## src/rtl/dbg_bus_master_pkg.sv

```systemverilog
// Shared definitions for the debug bus master: command/reply byte codes and FSM states.
package dbg_bus_master_pkg;

    localparam logic [7:0] CMD_READ  = 8'h52;
    localparam logic [7:0] CMD_WRITE = 8'h57;

    localparam logic [7:0] RSP_ACK   = 8'h4B;
    localparam logic [7:0] RSP_UNK   = 8'h3F;
    localparam logic [7:0] RSP_TMO   = 8'h54;

    typedef enum logic [2:0] {
        ST_IDLE,
        ST_CMD_ADDR,
        ST_CMD_DATA,
        ST_REQ,
        ST_BUS,
        ST_RESP
    } state_t;

endpackage

```

## src/rtl/dbg_bus_master_resp_ser.sv

```systemverilog
// Response serializer: loads a 1..4 byte word (right-aligned) and shifts it out MSB first
// over a valid/ready handshake, flagging the final accepted byte.
module dbg_resp_ser (
    input  logic        clk,
    input  logic        rst,
    input  logic        i_load,
    input  logic [31:0] i_word,
    input  logic [1:0]  i_nbytes_m1,
    output logic [7:0]  o_tx_data,
    output logic        o_tx_valid,
    input  logic        i_tx_ready,
    output logic        o_done
);

    logic [31:0] r_shift;
    logic [1:0]  r_left;
    logic        r_valid;

    always_ff @(posedge clk or posedge rst) begin
        if (rst) begin
            r_shift <= '0;
            r_left  <= '0;
            r_valid <= 1'b0;
        end else if (i_load) begin
            // Left-align so the first byte to send always sits in [31:24].
            r_shift <= i_word << {~i_nbytes_m1, 3'b000};
            r_left  <= i_nbytes_m1;
            r_valid <= 1'b1;
        end else if (r_valid && i_tx_ready) begin
            if (r_left == 2'd0) begin
                r_valid <= 1'b0;
            end else begin
                r_shift <= {r_shift[23:0], 8'h00};
                r_left  <= r_left - 2'd1;
            end
        end
    end

    assign o_tx_data  = r_shift[31:24];
    assign o_tx_valid = r_valid;
    assign o_done     = r_valid && i_tx_ready && (r_left == 2'd0);

endmodule

```

## src/rtl/dbg_bus_master.sv

```systemverilog
// Debug bus initiator: byte-stream R/W commands to single-word bus cycles.
// Optional bus-ack timeout enabled by defining DBG_BUS_TIMEOUT_EN.
module dbg_bus_master #(
    parameter int unsigned TIMEOUT_CYCLES = 1024
) (
    input  logic        clk,
    input  logic        rst,
    input  logic [7:0]  rx_data,
    input  logic        rx_valid,
    output logic        rx_ready,
    output logic [7:0]  tx_data,
    output logic        tx_valid,
    input  logic        tx_ready,
    output logic        bus_req,
    input  logic        bus_gnt,
    output logic        bus_stb,
    output logic        bus_we,
    output logic [21:0] bus_addr,
    output logic [31:0] bus_dout,
    input  logic [31:0] bus_din,
    input  logic        bus_ack,
    output logic        busy
);
    import dbg_bus_master_pkg::*;

    state_t      r_state;
    state_t      w_next;
    logic [1:0]  r_cnt;
    logic        r_we;
    logic [21:0] r_addr;
    logic [31:0] r_data;

    logic        w_rx_fire;
    logic        w_load;
    logic [31:0] w_load_word;
    logic [1:0]  w_load_nm1;
    logic        w_done;
    logic        w_timeout;

    assign rx_ready  = !rst && (r_state == ST_IDLE || r_state == ST_CMD_ADDR ||
                                r_state == ST_CMD_DATA);
    assign w_rx_fire = rx_valid && rx_ready;

    always_comb begin
        w_next      = r_state;
        w_load      = 1'b0;
        w_load_word = '0;
        w_load_nm1  = 2'd0;
        case (r_state)
            ST_IDLE: begin
                if (w_rx_fire) begin
                    if (rx_data == CMD_READ || rx_data == CMD_WRITE) begin
                        w_next = ST_CMD_ADDR;
                    end else begin
                        w_next      = ST_RESP;
                        w_load      = 1'b1;
                        w_load_word = {24'h0, RSP_UNK};
                    end
                end
            end
            ST_CMD_ADDR: begin
                if (w_rx_fire && r_cnt == 2'd2) w_next = r_we ? ST_CMD_DATA : ST_REQ;
            end
            ST_CMD_DATA: begin
                if (w_rx_fire && r_cnt == 2'd3) w_next = ST_REQ;
            end
            ST_REQ: begin
                if (bus_gnt) w_next = ST_BUS;
            end
            ST_BUS: begin
                if (bus_ack) begin
                    w_next = ST_RESP;
                    w_load = 1'b1;
                    if (r_we) begin
                        w_load_word = {24'h0, RSP_ACK};
                    end else begin
                        w_load_word = bus_din;
                        w_load_nm1  = 2'd3;
                    end
                end else if (w_timeout) begin
                    w_next      = ST_RESP;
                    w_load      = 1'b1;
                    w_load_word = {24'h0, RSP_TMO};
                end
            end
            ST_RESP: begin
                if (w_done) w_next = ST_IDLE;
            end
            default: w_next = ST_IDLE;
        endcase
    end

    always_ff @(posedge clk or posedge rst) begin
        if (rst) begin
            r_state <= ST_IDLE;
            r_cnt   <= '0;
            r_we    <= 1'b0;
            r_addr  <= '0;
            r_data  <= '0;
        end else begin
            r_state <= w_next;
            case (r_state)
                ST_IDLE: begin
                    if (w_rx_fire) begin
                        r_we  <= (rx_data == CMD_WRITE);
                        r_cnt <= 2'd0;
                    end
                end
                ST_CMD_ADDR: begin
                    if (w_rx_fire) begin
                        // Last address byte drops its two byte-lane bits, leaving the word address.
                        if (r_cnt == 2'd2) begin
                            r_addr <= {r_addr[15:0], rx_data[7:2]};
                            r_cnt  <= 2'd0;
                        end else begin
                            r_addr <= {r_addr[13:0], rx_data};
                            r_cnt  <= r_cnt + 2'd1;
                        end
                    end
                end
                ST_CMD_DATA: begin
                    if (w_rx_fire) begin
                        r_data <= {r_data[23:0], rx_data};
                        r_cnt  <= r_cnt + 2'd1;
                    end
                end
                default: ;
            endcase
        end
    end

`ifdef DBG_BUS_TIMEOUT_EN
    localparam int unsigned TMO_W = $clog2(TIMEOUT_CYCLES + 1);
    logic [TMO_W-1:0] r_tmo;

    always_ff @(posedge clk or posedge rst) begin
        if (rst)                    r_tmo <= '0;
        else if (r_state != ST_BUS) r_tmo <= '0;
        else                        r_tmo <= r_tmo + TMO_W'(1);
    end

    assign w_timeout = (r_tmo == TMO_W'(TIMEOUT_CYCLES - 1));
`else
    assign w_timeout = 1'b0;
`endif

    dbg_resp_ser u_resp_ser (
        .clk         (clk),
        .rst         (rst),
        .i_load      (w_load),
        .i_word      (w_load_word),
        .i_nbytes_m1 (w_load_nm1),
        .o_tx_data   (tx_data),
        .o_tx_valid  (tx_valid),
        .i_tx_ready  (tx_ready),
        .o_done      (w_done)
    );

    assign bus_req  = (r_state == ST_REQ) || (r_state == ST_BUS);
    assign bus_stb  = (r_state == ST_BUS);
    assign bus_we   = bus_stb && r_we;
    assign bus_addr = r_addr;
    assign bus_dout = r_data;
    assign busy     = (r_state != ST_IDLE);

endmodule

```

## config.mk

```make
export PLATFORM = sky130hd
export DESIGN_NAME = dbg_bus_master
export DESIGN_NICKNAME = d
export VERILOG_FILES = /design/src/rtl/dbg_bus_master_pkg.sv /design/src/rtl/dbg_bus_master_resp_ser.sv /design/src/rtl/dbg_bus_master.sv
export SDC_FILE = /design/constraint.sdc
export NUM_CORES = 1
export LEC_CHECK = 0
export ABC_AREA = 1
export CAP_MARGIN = 20
export CORE_UTILIZATION = 50
export DETAILED_ROUTE_END_ITERATION = 7
export PLACE_DENSITY_LB_ADDON = 0.1
export SLEW_MARGIN = 0
export SYNTH_ARGS = -nofsm -noshare
export SYNTH_HDL_FRONTEND = slang
export SYNTH_SLANG_ARGS = --single-unit
```

## constraint.sdc

```tcl
create_clock -name clk -period 4.7 [get_ports clk]
set_input_delay 1.175 -clock clk [delete_from_list [all_inputs] [get_ports clk]]
set_output_delay 1.175 -clock clk [all_outputs]
set_load 0.01 [all_outputs]
```

==> impl_metrics.toml <==
[timing]
max_slew_margin_pct = 41.1
min_period_ps = 3600
tns_ps = 0
finalClockSkew_ps = 15.9
setup_viol = 0
finalWorstSetupSlack_ps = 1100
finalHoldViolCount = 0
period_share_pct = 76.6
timing.fmax_ghz = 0.278
tightestPinTransition_ps = 883
hold_ws_ps = 481
rsz0062_at_grt = "no"
maxSlewViolCount = 0

[setup_path]
path_delay_family = "buffers and inverters"
worst-path-buf-inv = 2
slowest_stage = "clkdlybuf4s50_1"
rrSetupSlack_ps = 2390
crit_path_end_kind = "primary output"
crit_top_cell = "clkdlybuf4s50_1"
critical_path.max_fanout = 4
cp.arrival_ps = 2430
r2r_start = "u_resp_ser.r_left[0]"
startpoint_type = "primary input"
reg2reg_depth = 8
path_cells = "clkdlybuf4s50_1, nor2_4, clkdlybuf4s50_1"
cp_slowest_stage_delay_ps = 550
worst_ep_required_time_ps = 3520
r2r-end = "u_resp_ser.r_shift[19]"
crit_type = "primary input to primary output"

[yosys]
yosysWarnings = 0
syn_inst = 591
yosys-top-cells-count = "217 x nand2_1, 95 x dfrtp_1, 68 x inv_1"
synth.distinct_cells = 25
syn-cell-area_mm2 = 0.00465
ys_seq_elements = 95
synth_nets = 642
synth_top_area_share_pct = 51.1
yosys.cell_count.top_type = "nand2_1"
yosys-top-cells-area = "dfrtp_1 51%, nand2_1 18%, o21ai_0 6.6%"
ys_seq_area_share_pct = 51.1
yosysTopAreaCell = "dfrtp_1"
synth_edf_count = 0
synth_flop_cell = "dfrtp_1"
synth.avg_cell_area_um2 = 7.87
async_reset_ff_share_pct = 100

[placed_design]
pre_cts_ws_ps = 1100
port_buffers = 113
gp_congestion = 0.889
dp_hpwl_um = 7450

[floorplan]
start_util_pct = 52.6
die-area_mm2 = 0.00969
io_pins = 114
std_cell_rows = 34
die_y_um = 98.5
core-area_mm2 = 0.00885
die_w_um = 98.5

[clock_network]
hold_buffers = 0
clk_pin_slew_ps = 100
cts_resized = 0
cts_setup_buffers = 0
cts_root_buf = "clkbuf_8"
cts_buffers = 9
clock_sinks = 95
cts_tree = "yes"
htree_levels = 3
clockBufferDepth = 2
clkLatencyLatePin_ps = 360

[grt]
grt_max_degree = 74
overflow = 0
grt_pass1_wl_um = 18000
antenna_found_initial = 0
grt_pass1_vias = 3764
grtUsageTotal_pct = 23.3

[routing]
vias = 4008
routed_via_density = 5.02
wire_per_inst_um = 13.3
drt_iter0_drc = 325
ant_nets = 0
drt_wl_total_um = 10600
met2_length_um = 4810
wl_met3_um = 479
top_layer = "met4"
drcViolationCount = 8
wirelength_met1_um = 5200
drt_pass1_iterations = 7

[run]
drv_cap = 0

[cells_and_area]
area_growth_syn_to_layout_pct = 28.2
diodes = 0
drive_gt1_share_pct = 5.65
finalNetCount = 736

[status]
status = "complete, but fails checks"
failed_checks = "design-rule violations"

[power_and_ir_drop]
p_sw_mw = 1.50
clockPowerShare_pct = 15.8
p_leak_nw = 2.95
ir_drop_uv = 377
power.share.combinational_pct = 46.4
power_density_mw_per_mm2 = 650
p_int_mw = 2.38
switching_share_pct = 38.7
p_seq_share_pct = 37.8

[min_path]
worstHoldPathCells = 2
hold_start = "bus_dout[27]"
hold_end = "bus_dout[27]"
hold_path.class = "register to register"
==> cell usage in the layout, fill, tap and decap left out, types with 10 or more instances in the layout <==
cell type / count
a21oi_1: 11
clkbuf_8: 10
clkdlybuf4s50_1: 113
dfrtp_1: 95
inv_1: 67
nand2_1: 217
nand3_1: 30
nor2_1: 25
o211ai_1: 16
o21ai_0: 61
==> cell type report <==
type	count	area (um2)
Timing Repair Buffer	117	1160
Fill cell	761	2890
Clock buffer	10	138
Multi-Input combinational cell	389	1780
Inverter	73	277
Sequential cell	95	2380
Clock inverter	6	90.1
Tap cell	108	135
==> metal layers <==
layer | track usage (%) | vias to the layer above
met5 | 0 | -
met4 | 7.69 | 0
met3 | 3.12 | 15
met2 | 35.5 | 111
met1 | 34.7 | 1850
li1 | - | 2032
==> power by group through the flow <==
stage	sequential, mW	clock, mW	combinational [mW]
6_report	1.47	0.612	1.80
5_1_grt	1.51	0.653	2.02
4_1_cts	1.46	0.620	1.81
3_5_place_dp	1.47	0	1.80
3_3_place_gp	1.46	0	1.75
2_1_floorplan	1.53	0	0.955
==> metrics by stage <==
step                      instance area, um2  instances  util [%]  power, mW
after floorplan                         4650        591         -       2.49
after global placement                  5730        782      64.8       3.21
after detailed placement                5730        782      64.8       3.27
after CTS                               5960        798      67.4       3.89
after global routing                    5960        798      67.4       4.18
final                                   5960        798      67.4       3.88
==> flip-flops by register name (all words and copies together), names as in the netlist <==
name / count
bus_addr: 22
r_state: 3
u_resp_ser.r_left: 2
u_resp_ser.o_tx_valid: 1
u_resp_ser.r_shift: 32
r_we: 1
bus_dout: 32
r_cnt: 2
==> worst max-delay path by stage <==
stage | cells after the start | end | from
2_1_floorplan | 1 | bus_addr[0] | rst
3_3_place_gp | 3 | rx_ready | rst
3_5_place_dp | 3 | rx_ready | rst
4_1_cts | 3 | rx_ready | rst
5_1_grt | 3 | rx_ready | rst
6_report | 3 | rx_ready | rst
==> tightest hold or removal path: stages (launching register included) <==
cell,delay (ps)
dfrtp_1,360
nand2_1,50
nand2_1,40
==> logic make-up (layout without fill, tap and decap cells) <==
kind of cell	Yosys count	after routing	synth area share [%]
AOI/OAI and AO/OA	93	93	11.2
adders and majority gates	5	5	1.34
buffers and inverters	107	206	10.5
DFF	95	95	51.1
and+or+nand+nor	291	291	25.8
(Power assumes the default switching activity.)
